## config.mk

```make
export PLATFORM = sky130hd
export DESIGN_NAME = calc1_req_driver
export DESIGN_NICKNAME = d
export VERILOG_FILES = /design/src/rtl/calc1_pkg.sv /design/src/rtl/calc1_req_fifo.sv /design/src/rtl/calc1_req_driver.sv
export SDC_FILE = /design/constraint.sdc
export NUM_CORES = 1
export LEC_CHECK = 0
export ABC_AREA = 1
export CAP_MARGIN = 30
export CORE_MARGIN = 2
export CORE_UTILIZATION = 61
export DETAILED_ROUTE_END_ITERATION = 10
export PLACE_DENSITY = 0.85
export SLEW_MARGIN = 5
export SYNTH_ARGS = -nofsm -noshare
export SYNTH_HDL_FRONTEND = slang
export SYNTH_HIERARCHICAL = 1
export SYNTH_SLANG_ARGS = --single-unit
```

## constraint.sdc

```tcl
create_clock -name c_clk -period 8.2 [get_ports c_clk]
set_input_delay 1.64 -clock c_clk [delete_from_list [all_inputs] [get_ports c_clk]]
set_output_delay 1.64 -clock c_clk [all_outputs]
set_load 0.01 [all_outputs]
```

## src/rtl/calc1_pkg.sv

```systemverilog
// Shared types for the CALC1 port request driver: command/response codes,
// driver FSM states and the queued request record.
package calc1_pkg;

    localparam int CMD_W        = 4;
    localparam int RSP_W        = 2;
    // Operand width carried in a queued request; the driver's DATA_W must match it.
    localparam int CALC1_DATA_W = 32;

    typedef enum logic [CMD_W-1:0] {
        CMD_NOP = 4'd0,
        CMD_ADD = 4'd1,
        CMD_SUB = 4'd2,
        CMD_SHL = 4'd5,
        CMD_SHR = 4'd6
    } calc1_cmd_e;

    typedef enum logic [RSP_W-1:0] {
        RSP_NONE = 2'd0,
        RSP_OK   = 2'd1,
        RSP_ERR  = 2'd2,
        RSP_TMO  = 2'd3
    } calc1_rsp_e;

    typedef enum logic [1:0] {
        ST_IDLE,
        ST_OP1,
        ST_OP2,
        ST_WAIT
    } drv_state_e;

    typedef struct packed {
        logic [CMD_W-1:0]        cmd;
        logic [CALC1_DATA_W-1:0] op1;
        logic [CALC1_DATA_W-1:0] op2;
    } calc1_req_t;

endpackage

```

## src/rtl/calc1_req_fifo.sv

```systemverilog
// Small synchronous FIFO of CALC1 request records; pointers wrap naturally
// because the depth is a power of two.
module calc1_req_fifo
    import calc1_pkg::*;
#(
    parameter int DEPTH = 4
) (
    input  logic                     c_clk,
    input  logic                     reset_n,
    input  logic                     push,
    input  calc1_req_t               push_data,
    input  logic                     pop,
    output calc1_req_t               pop_data,
    output logic                     full,
    output logic                     empty,
    output logic [$clog2(DEPTH):0]   count
);

    localparam int PTR_W = $clog2(DEPTH);
    localparam int CNT_W = PTR_W + 1;

    calc1_req_t       mem [DEPTH];
    logic [PTR_W-1:0] wr_ptr;
    logic [PTR_W-1:0] rd_ptr;
    logic             do_push;
    logic             do_pop;

    assign full     = (count == CNT_W'(DEPTH));
    assign empty    = (count == '0);
    assign do_push  = push && !full;
    assign do_pop   = pop && !empty;
    assign pop_data = mem[rd_ptr];

    always_ff @(posedge c_clk or negedge reset_n) begin
        if (!reset_n) begin
            wr_ptr <= '0;
            rd_ptr <= '0;
            count  <= '0;
        end else begin
            if (do_push) wr_ptr <= wr_ptr + 1'b1;
            if (do_pop)  rd_ptr <= rd_ptr + 1'b1;
            if (do_push && !do_pop)      count <= count + 1'b1;
            else if (!do_push && do_pop) count <= count - 1'b1;
        end
    end

    // Storage needs no reset: an entry is only read after it has been written.
    always_ff @(posedge c_clk) begin
        if (do_push) mem[wr_ptr] <= push_data;
    end

endmodule

```

## src/rtl/calc1_req_driver.sv

```systemverilog
// Per-port CALC1 request driver: queues requests, serialises them onto the
// two-cycle request bus, waits for the response and reports it (or a timeout).
module calc1_req_driver
    import calc1_pkg::*;
#(
    parameter int DATA_W     = CALC1_DATA_W,
    parameter int FIFO_DEPTH = 4,
    parameter int TIMEOUT    = 100
) (
    input  logic              c_clk,
    input  logic              reset_n,
    input  logic              req_valid,
    output logic              req_ready,
    input  logic [CMD_W-1:0]  req_cmd,
    input  logic [DATA_W-1:0] req_op1,
    input  logic [DATA_W-1:0] req_op2,
    output logic [CMD_W-1:0]  reqcmd_out,
    output logic [DATA_W-1:0] reqdata_out,
    input  logic [RSP_W-1:0]  resp_in,
    input  logic [DATA_W-1:0] data_in,
    output logic              rsp_valid,
    output logic [RSP_W-1:0]  rsp_code,
    output logic [CMD_W-1:0]  rsp_cmd,
    output logic [DATA_W-1:0] rsp_data,
    output logic              busy,
    output logic              timeout_err,
    output logic              spurious_err
);

    localparam int CNT_W = $clog2(FIFO_DEPTH) + 1;
    localparam int TMO_W = $clog2(TIMEOUT);

    drv_state_e       state;
    calc1_req_t       cur_req;
    calc1_req_t       fifo_in;
    calc1_req_t       fifo_head;
    logic             fifo_push;
    logic             fifo_pop;
    logic             fifo_full;
    logic             fifo_empty;
    logic [CNT_W-1:0] fifo_count;
    logic [CNT_W-1:0] fifo_count_next;
    logic [TMO_W-1:0] wait_cnt;
    logic             resp_seen;
    logic             tmo_hit;
    logic             active_next;
    logic             busy_next;

    assign req_ready = !fifo_full;
    assign fifo_push = req_valid && req_ready;
    assign fifo_in   = '{cmd: req_cmd, op1: req_op1, op2: req_op2};
    assign resp_seen = (resp_in != RSP_NONE);
    assign tmo_hit   = (wait_cnt == TMO_W'(TIMEOUT - 1));

    // Holding the pop off while rsp_valid is high leaves the port one idle
    // cycle between a completion and the next command.
    assign fifo_pop  = (state == ST_IDLE) && !fifo_empty && !rsp_valid;

    calc1_req_fifo #(
        .DEPTH (FIFO_DEPTH)
    ) u_fifo (
        .c_clk     (c_clk),
        .reset_n   (reset_n),
        .push      (fifo_push),
        .push_data (fifo_in),
        .pop       (fifo_pop),
        .pop_data  (fifo_head),
        .full      (fifo_full),
        .empty     (fifo_empty),
        .count     (fifo_count)
    );

    // busy is registered, so it is built from where state and FIFO are heading.
    always_comb begin
        fifo_count_next = fifo_count;
        active_next     = 1'b0;
        if (fifo_push && !fifo_pop)      fifo_count_next = fifo_count + 1'b1;
        else if (!fifo_push && fifo_pop) fifo_count_next = fifo_count - 1'b1;
        case (state)
            ST_IDLE:        active_next = fifo_pop && (fifo_head.cmd != CMD_NOP);
            ST_OP1, ST_OP2: active_next = 1'b1;
            ST_WAIT:        active_next = !resp_seen && !tmo_hit;
            default:        active_next = 1'b0;
        endcase
        busy_next = active_next || (fifo_count_next != '0);
    end

    always_ff @(posedge c_clk or negedge reset_n) begin
        if (!reset_n) begin
            state        <= ST_IDLE;
            cur_req      <= '0;
            wait_cnt     <= '0;
            reqcmd_out   <= '0;
            reqdata_out  <= '0;
            rsp_valid    <= 1'b0;
            rsp_code     <= RSP_NONE;
            rsp_cmd      <= '0;
            rsp_data     <= '0;
            busy         <= 1'b0;
            timeout_err  <= 1'b0;
            spurious_err <= 1'b0;
        end else begin
            rsp_valid <= 1'b0;
            busy      <= busy_next;
            if (resp_seen && (state != ST_WAIT)) spurious_err <= 1'b1;
            case (state)
                ST_IDLE: begin
                    reqcmd_out  <= '0;
                    reqdata_out <= '0;
                    if (fifo_pop && (fifo_head.cmd != CMD_NOP)) begin
                        cur_req <= fifo_head;
                        state   <= ST_OP1;
                    end
                end
                ST_OP1: begin
                    reqcmd_out  <= cur_req.cmd;
                    reqdata_out <= cur_req.op1;
                    state       <= ST_OP2;
                end
                ST_OP2: begin
                    reqcmd_out  <= '0;
                    reqdata_out <= cur_req.op2;
                    wait_cnt    <= '0;
                    state       <= ST_WAIT;
                end
                ST_WAIT: begin
                    reqcmd_out  <= '0;
                    reqdata_out <= '0;
                    // A response arriving on the last allowed cycle beats the timeout.
                    if (resp_seen) begin
                        rsp_valid <= 1'b1;
                        rsp_code  <= resp_in;
                        rsp_cmd   <= cur_req.cmd;
                        rsp_data  <= data_in;
                        state     <= ST_IDLE;
                    end else if (tmo_hit) begin
                        rsp_valid   <= 1'b1;
                        rsp_code    <= RSP_TMO;
                        rsp_cmd     <= cur_req.cmd;
                        rsp_data    <= '0;
                        timeout_err <= 1'b1;
                        state       <= ST_IDLE;
                    end else begin
                        wait_cnt <= wait_cnt + 1'b1;
                    end
                end
                default: state <= ST_IDLE;
            endcase
        end
    end

endmodule
```

# Yosys cells after proc, flatten, opt, wreduce, memory -nomap -nowiden
# Memories as Yosys holds them, arrays and structs flattened.
# Cells that the tools add are included.
[classes]
n_reduce_logical = 38
eq_ne = 10
muxes = 25
n_bitwise = 1
add_sub_neg = 5
[op_table]
columns = ["operator", "n"]
rows = [
  ["32-bit case mux with 3 select lines", 1],
  ["32-bit two-way mux", 2],
  ["7-bit two-way mux", 2],
  ["7-bit case mux with 2 select lines", 1],
  ["1-bit logical AND", 12],
  ["3-bit two-way mux", 4],
  ["2-bit two-way mux", 5],
  ["1-bit logical NOT", 9],
  ["4-bit two-way mux", 2],
  ["2-bit case mux with 4 select lines", 1],
  ["4-bit case mux with 2 select lines", 1],
  ["2-bit nonzero test", 4],
  ["7-bit by 1-bit adder with 7-bit output (second input constant)", 1],
  ["7-bit equality test (second input constant)", 1],
  ["2-bit inequality test (second input constant)", 3],
  ["2-bit AND reduction", 3],
  ["3-bit AND reduction", 2],
  ["1-bit two-way mux", 5],
  ["2-bit by 1-bit adder with 2-bit output (second input constant)", 2],
  ["2-bit equality test (second input constant)", 2],
  ["4-bit nonzero test", 1],
  ["2-bit OR reduction", 2],
  ["3-bit by 1-bit adder with 3-bit output (second input constant)", 1],
  ["3-bit equality test (second input constant)", 1],
  ["other kinds (11)", 11],
]
[totals]
regBits = 162
out_inout_bits = 79
mem_count = 1
mem_bits_rw = 272
[mem_list]
columns = ["name", "words", "width", "rd", "rd_clocked_by_memory_dff", "wr", "line", "source"]
rows = [
  ["u_fifo.mem", 4, 68, 1, 0, 1, "calc1_req_fifo.sv:22", "calc1_req_t mem [DEPTH];"],
]

# Depth between registers and ports, before layout
[depth]
ltp_word = 9
mapped_depth = 16
depth_no_buf = 16

# Modules after synthesis
# The synthesis kept the hierarchy.
[modules_own_cells]
columns = ["module", "instances", "seq_area_each_um2", "cells_per_inst", "area_each_um2"]
rows = [
  ["calc1_req_fifo", 1, 8343.0, 855, 11334.6],
  ["calc1_req_driver", 1, 3878.7, 727, 6353.6],
]

# Least setup slack after synthesis
# OpenSTA, ideal clock, no wires.
[synth_timing]
kind = "in2reg"
start = "in req_valid"
end = "mem u_fifo/mem[0][0] (netlist name) (enable)"
setup_time_ns = 0.495
path_stages = 4
arrival_ns = 4.883
path_slack_ns = 2.822
t_required_ns = 7.705
path_cell_list = "nand2_1 -> inv_1 -> nand2_1 -> nor2_1"
[synth_between]
elab_chain_len = 4
[synth_rtl]
columns = ["item", "line", "source"]
rows = [
  ["start, declared", "calc1_req_driver.sv:12", "input logic req_valid,"],
  ["1-bit logical AND", "calc1_req_driver.sv:50", "assign fifo_push = req_valid && req_ready;"],
  ["named net fifo_push", "calc1_req_driver.sv:37", "logic fifo_push;"],
  ["1-bit logical AND", "calc1_req_fifo.sv:30", "assign do_push = push && !full;"],
  ["1-bit two-way mux", "calc1_req_fifo.sv:49", "if (do_push) mem[wr_ptr] <= push_data;"],
  ["1-bit two-way mux (not written as such)", "calc1_req_fifo.sv:49", ""],
  ["end, declared", "calc1_req_fifo.sv:22", ""],
]
# The timed path passes the listed nets, and every way through them passes these cells.

# Final worst setup path
[layout_timing]
start = "in req_valid"
end = "mem u_fifo/mem[0][45] (netlist name) (enable)"
# Same word-level chain as after synthesis.

==> impl_metrics.tcl <==
set metrics [dict create \
    run_status "finished clean" \
    crit_top_cell "nand2_1" \
    grt_pass1_vias 12100 \
    fmax_mhz 256 \
    die-area_um2 30400 \
    path_buf_inv 4 \
    rsz0062_at_grt "no" \
    routabilityCongestion 0.845 \
    routedWlPerCell_um 18.8 \
    start_util 0.618 \
    critical_path.cell_chain "clkdlybuf4s50_1 > nand2_1 > inv_1 > nand2_1 > nor2_4 > buf_16 > buf_4" \
    fillers 1768 \
    async_flop_share 0.373 \
    port_buffers 183 \
    hold_buffers 0 \
    dpl_worst_slack_ns 3.78 \
    p_clk_frac 0.246 \
    path_clk_slew_ns 0.06 \
    ant_nets 0 \
    yosysSeqAreaShare 0.691 \
    ctsLongestPathBuffers 3 \
    cpPeakStageDelay_ns 0.55 \
    final_cells 2171 \
    drt-total-wl_mm 40.9 \
    num_antenna_cells 0 \
    cp-start-kind "input port" \
    cts-resized-gates 0 \
    synthDistinctLibCells 29 \
    setup_ws_ns 4.29 \
    syn-instance-count 1582 \
    synth_seq_cells 434 \
    synthesis.nets 1701 \
    critPathTopFamily "buffers and inverters" \
    yosys_warnings 6 \
    finalSetupViolations 0 \
    synth.area.top_cells "edfxtp_1 46%, dfrtp_1 23%, nand2_1 12%, o211ai_1 5.8%, inv_1 3.8%" \
    grt.overflow.total 0 \
    die_y_um 174 \
    vias 12100 \
    slew-limit-headroom 0.370 \
    maxCapViolCount 0 \
    finalCriticalPeriod_ns 3.91 \
    die_width_um 174 \
    drc 0 \
    cellPowerDensity_nw_per_um2 367 \
    swShare 0.360 \
    hold_ws_ns 0.474 \
    h-tree-depth 2 \
    crit_fanout 35 \
    crit_path_end_kind "register" \
    p_switching_w 0.00279 \
    drive_gt1_frac 0.0655 \
    track_usage 0.273 \
    pwr-share-seq 0.417 \
    crit_path_top_delay_cell "nor2_4" \
    place_hpwl_mm 24.3 \
    grt_pass1_wl_mm 64.6 \
    core_um2 28600 \
    critPathRequiredTime_ns 8.37 \
    finalNetCount 1871 \
    clock_latency_ns 0.56 \
    first_pass_iters 6 \
    p_leak_nw 9.29 \
    synth_ff_type "edfxtp_1" \
    maxSlewViolCount 0 \
    layout_commonest_cell "nand2_1" \
    final_hold_viol_count 0 \
    vias_per_cell 5.55 \
    drt_iter0_drc 1227 \
    cts_tree "built" \
    skew_ns 0.0227 \
    vdd_drop_max_mv 0.233 \
    reg2reg_slack_ns 4.76 \
    area_growth_pct 19.5 \
    io_pins 184 \
    antenna_found_initial 0 \
    rows 62 \
    synth_area_leader_cell "edfxtp_1" \
    post-route-period-util 0.477 \
    worst-setup-path-type "in2reg" \
    p_total_w 0.00775 \
    cts_root_buffer "clkbuf_16" \
    fin_tns_setup_ns 0 \
    tightest_slew_ns 0.945 \
    synth-edff-count 272 \
    combPwrFrac 0.337 \
    yosys.area.top_type_share 0.462 \
    grt_start_max_net_pins 105 \
    worstPathArrival_ns 4.08 \
    placedCellCount 2088 \
    cts_inserted_buffers 43 \
    cellInternalPower_w 0.00496 \
    cts_setup_buffers 0 \
    clock_sinks 434 \
    post_synth.cell_area_avg_um2 11.2 \
    hold_path.class "reg2reg" \
    synth.cell_area_um2 17700 \
    layout_common_cells "589 x nand2_1, 272 x edfxtp_1, 182 x clkdlybuf4s50_1" \
]
worst register-to-register path: cells and delay by family (launching register included):
family                 cells  cell delay [ns]
and+or+nand+nor            5             0.57
buffers and inverters      6             2.20
DFF                        1             0.38
AOI/OAI and AO/OA          1             0.24
per-stage QoR:
stage | area [um2] | utilization
2_1_floorplan | 17700 | -
3_3_place_gp | 19600 | 0.683
3_5_place_dp | 19700 | 0.687
4_1_cts | 21000 | 0.735
5_1_grt | 21100 | 0.738
6_report | 21100 | 0.738
power by group through the flow:
stage                     Combinational, W  Clock, W  Sequential [W]
after floorplan                    0.00168         0         0.00329
after global placement             0.00239         0         0.00323
after detailed placement           0.00254         0         0.00325
after CTS                          0.00259   0.00193         0.00323
after global routing               0.00289   0.00202         0.00328
final                              0.00261   0.00191         0.00323
path summary, 6_finish.rpt:
kind / start / end / cells after the start
max reg2reg: u_fifo/rd_ptr[1] / cur_req[38] / 12
max: req_valid / u_fifo/mem[0][45] / 7
min: rsp_data[19] / rsp_data[19] / 2
min reg2reg: rsp_data[19] / rsp_data[19] / 2
max in group asynchronous: reset_n / u_fifo/rd_ptr[1] / 3
min in group asynchronous: reset_n / rsp_data[14] / 1
area by class of cell:
type	count	area [um2]	area share
Multi-Input combinational cell	883	4210	0.199
Clock inverter	24	224	0.0106
Sequential cell	434	12200	0.578
Timing Repair Buffer	205	2140	0.101
Tap cell	384	480	0.0227
Clock buffer	56	1140	0.0542
Inverter	185	702	0.0332
synth_stat cells (2+ instances only):
cell / instances
edfxtp_1: 272
nor2_1: 21
o21ai_0: 9
nand3_1: 81
nand2_1: 589
nand2_2: 12
nand4_1: 6
o211ai_1: 137
inv_1: 179
ha_1: 13
o21bai_1: 2
clkbuf_1: 20
a21oi_1: 5
buf_1: 6
buf_4: 8
dfrtp_1: 162
inv_2: 4
buf_2: 14
buf_6: 32
routing by layer:
metal  routed length (um)  global-route usage  vias up
met5                    0                   0        -
met4                 1610               0.116        0
met3                 3210              0.0370      107
met2                20500               0.476      608
met1                15600               0.347     5769
li1                     -                   -     5573
cells by family (layout without fill, tap and decap cells):
| family | count (synthesis) | after routing | share of synthesized area |
|---|---|---|---|
| simple gates | 714 | 714 | 0.162 |
| flops | 434 | 434 | 0.691 |
| buf+inv | 265 | 470 | 0.0726 |
| compound gates | 154 | 154 | 0.0639 |
| fa+ha+maj | 14 | 14 | 0.0103 |
| xor+xnor | 1 | 1 | 0.000495 |
sequential cells by signal, summed over array words and instances, names as in the netlist:
register and flops:
cur_req 68, busy 1, u_fifo/count 3, u_fifo/wr_ptr 2, timeout_err 1, u_fifo/mem 272
reqdata_out 32, rsp_cmd 4, rsp_data 32, rsp_valid 1, spurious_err 1, reqcmd_out 4
rsp_code 2, state 2, u_fifo/rd_ptr 2, wait_cnt 7
Note: power is estimated with default switching activity, not from simulation.
==> edit (same flow settings) <==
Set the parameter `TIMEOUT` to 50 (it was 100).
--- a/src/rtl/calc1_req_driver.sv
+++ b/src/rtl/calc1_req_driver.sv
@@ -6,5 +6,5 @@
     parameter int DATA_W     = CALC1_DATA_W,
     parameter int FIFO_DEPTH = 4,
-    parameter int TIMEOUT    = 100
+    parameter int TIMEOUT    = 50
 ) (
     input  logic              c_clk,
Function: same outputs for any inputs over 4 cycles, from zero or initial values and one cycle with reset_n low; that may be too few to reach the edited logic, so the function may still have changed.
==> edit against the unedited design <==
  * Sequential share of layout area about the same
  * Synthesized cell count decreased by 0.44%
  * Cell area decreased by 0.23%
  * Area after synthesis decreased by 0.33%
  * Sequential cell count decreased by 1
  * Utilization about the same
  * Setup slack improved by 110 ps
  * Clock skew decreased by 9.8 ps
  * Routed wire length increased by 0.74%
  * Total power increased by 2.6%
  * Clock power increased by 3%
  * Maximum frequency increased by 2.8%
==> edit: results (changes against the unedited design) <==
* Biggest regs: u_fifo/mem x272, cur_req x68
* VDD IR-drop max at 260.6 uV (+12%)
* # port buffers at 183 (unchanged)
* Crit path max fanout at 37 (+5.7%)
* DP HPWL at 24830 microns (+2.3%)
* Setup Skew at 12.90 ps (-9.787 ps)
* CTS Buf Count at 43 (unchanged)
* Pin count of the biggest net entering global routing at 120 (+14%)
* Post-synth ARST share at 37.18% (-0.14 points)
* Status: completed
* Fraction of layout cells with a size suffix above 1 at 5.909% (-0.64 points)
* Worst-skew pair later-pin latency at 540 ps (-20 ps)
* Post-cts resize count at 0 (unchanged)
* Commonest cells post-synth: nand2_1, edfxtp_1, inv_1
* Synth top area cells: edfxtp_1, dfrtp_1, nand2_1
* Syn Nets at 1695 (-0.35%)
* Synth Warn # at 6 (unchanged)
* Clk slew on worst S/H paths at 60 ps (about the same)
* Int Pwr at 5061 uW (+2.0%)
* NumNets Final at 1863 (-0.43%)
* Detailed Route Iter0 Violations at 1429 (+16%)
* Vias at 12170 (+0.95%)
* Fill count at 1763 (-0.28%)
* Most used DFF post-synth: edfxtp_1
* Initial antenna violation count at 2 (+2)
* Pleak at 0.009245 uW (-0.44%)
* Yosys cell types at 30 (+3.4%)
* Type of the most critical hold path: reg -> reg
* EDFF count, synth at 272 (unchanged)
* Slew Limit Headroom at 34.11% (-2.9 points)
* Pre-antenna DRT Iters at 6 (unchanged)
* First-pass GRT wire length at 64980 microns (+0.54%)
* Final GP Congestion at 0.8446 (about the same)
* Total Routed Length at 41170 microns (+0.74%)
* GRT Overall Usage at 27.39% (+0.054 points)
* Register area at 12200 sq um (-0.21%)
* Post-synthesis sequential area ratio at 69.18% (+0.084 points)
[edit: changes by cell type after synthesis, moves of 2 or more]
cell      before  now
buf_6         32   38
inv_2          4    6
nand2_1      589  595
buf_1          6    3
a21oi_1        5    2
buf_4          8    2
clkbuf_1      20   22
xnor2_1        1    3
nor2_1        21   19
nand4_1        6    3
nand2_2       12    2
nand3_1       81   79
[edit: kinds of logic (layout without fill, tap and decap cells)]
family	Yosys count	count (layout)	share of synthesized area, %
DFF	433	433	69.18
adders and majority gates	15	15	1.107
buffers and inverters	268	470	7.487
AOI/OAI and AO/OA	153	153	6.387
xor gates and xnor gates	4	4	0.1987
other	0	2	0
and+or+nand+nor	702	702	15.64
[edit: worst max-delay path, cell delays in order]
cell	delay (ps)
clkdlybuf4s50_1	450
nand2_1	100
inv_1	130
nand2_1	280
nor2_4	600
buf_16	240
buf_4	500
[edit: final timing paths]
kind	from	end	slack (ps)	cells after the start
min in group asynchronous	reset_n	u_fifo/wr_ptr[1]$_DFFE_PN0P_	1190	1
min reg2reg	rsp_data[7]$_DFFE_PN0P_	rsp_data[7]$_DFFE_PN0P_	470	2
max reg2reg	u_fifo/rd_ptr[1]$_DFFE_PN0P_	cur_req[31]$_DFFE_PN0P_	4690	12
max	req_valid	u_fifo/mem[0][25]$_DFFE_PP_	4400	7
min	rsp_data[7]$_DFFE_PN0P_	rsp_data[7]$_DFFE_PN0P_	470	2
max in group asynchronous	reset_n	wait_cnt[5]$_DFFE_PN0P_	5600	2
[edit: per-layer routing]
metal / share of wire (%) / vias to the layer above / track usage, %
li1: - / 5529 / -
met1: 38 / 5907 / 34.56
met2: 50 / 618 / 47.09
met3: 8.3 / 118 / 5.490
met4: 3.7 / 0 / 10.57
met5: 0 / - / 0
[edit: through the flow]
step | cells | cell area (sq um) | setup slack [ps] | util, %
floorplan | 1575 | 17630 | 2905 | -
global placement | 2075 | 19470 | 3679 | 68.19
detailed placement | 2081 | 19620 | 3818 | 68.74
CTS | 2160 | 21050 | 4368 | 73.73
global route | 2161 | 21080 | 4232 | 73.83
finish | 2163 | 21080 | 4397 | 73.84
[edit: final cells by class]
type                            count  share of cell area (%)
Clock inverter                     21                  0.8725
Antenna cell                        2                 0.02374
Tap cell                          384                   2.279
Sequential cell                   433                   57.86
Timing Repair Buffer              203                   10.04
Multi-Input combinational cell    874                   19.66
Clock buffer                       58                   5.882
Inverter                          188                   3.383
[edit: power by group through the flow]
stage | registers [uW] | logic, uW | clock network (uW)
global route | 3300 | 3020 | 2070
CTS | 3250 | 2710 | 1980
floorplan | 3290 | 1750 | 0
detailed placement | 3270 | 2640 | 0
finish | 3250 | 2740 | 1960
global placement | 3250 | 2470 | 0
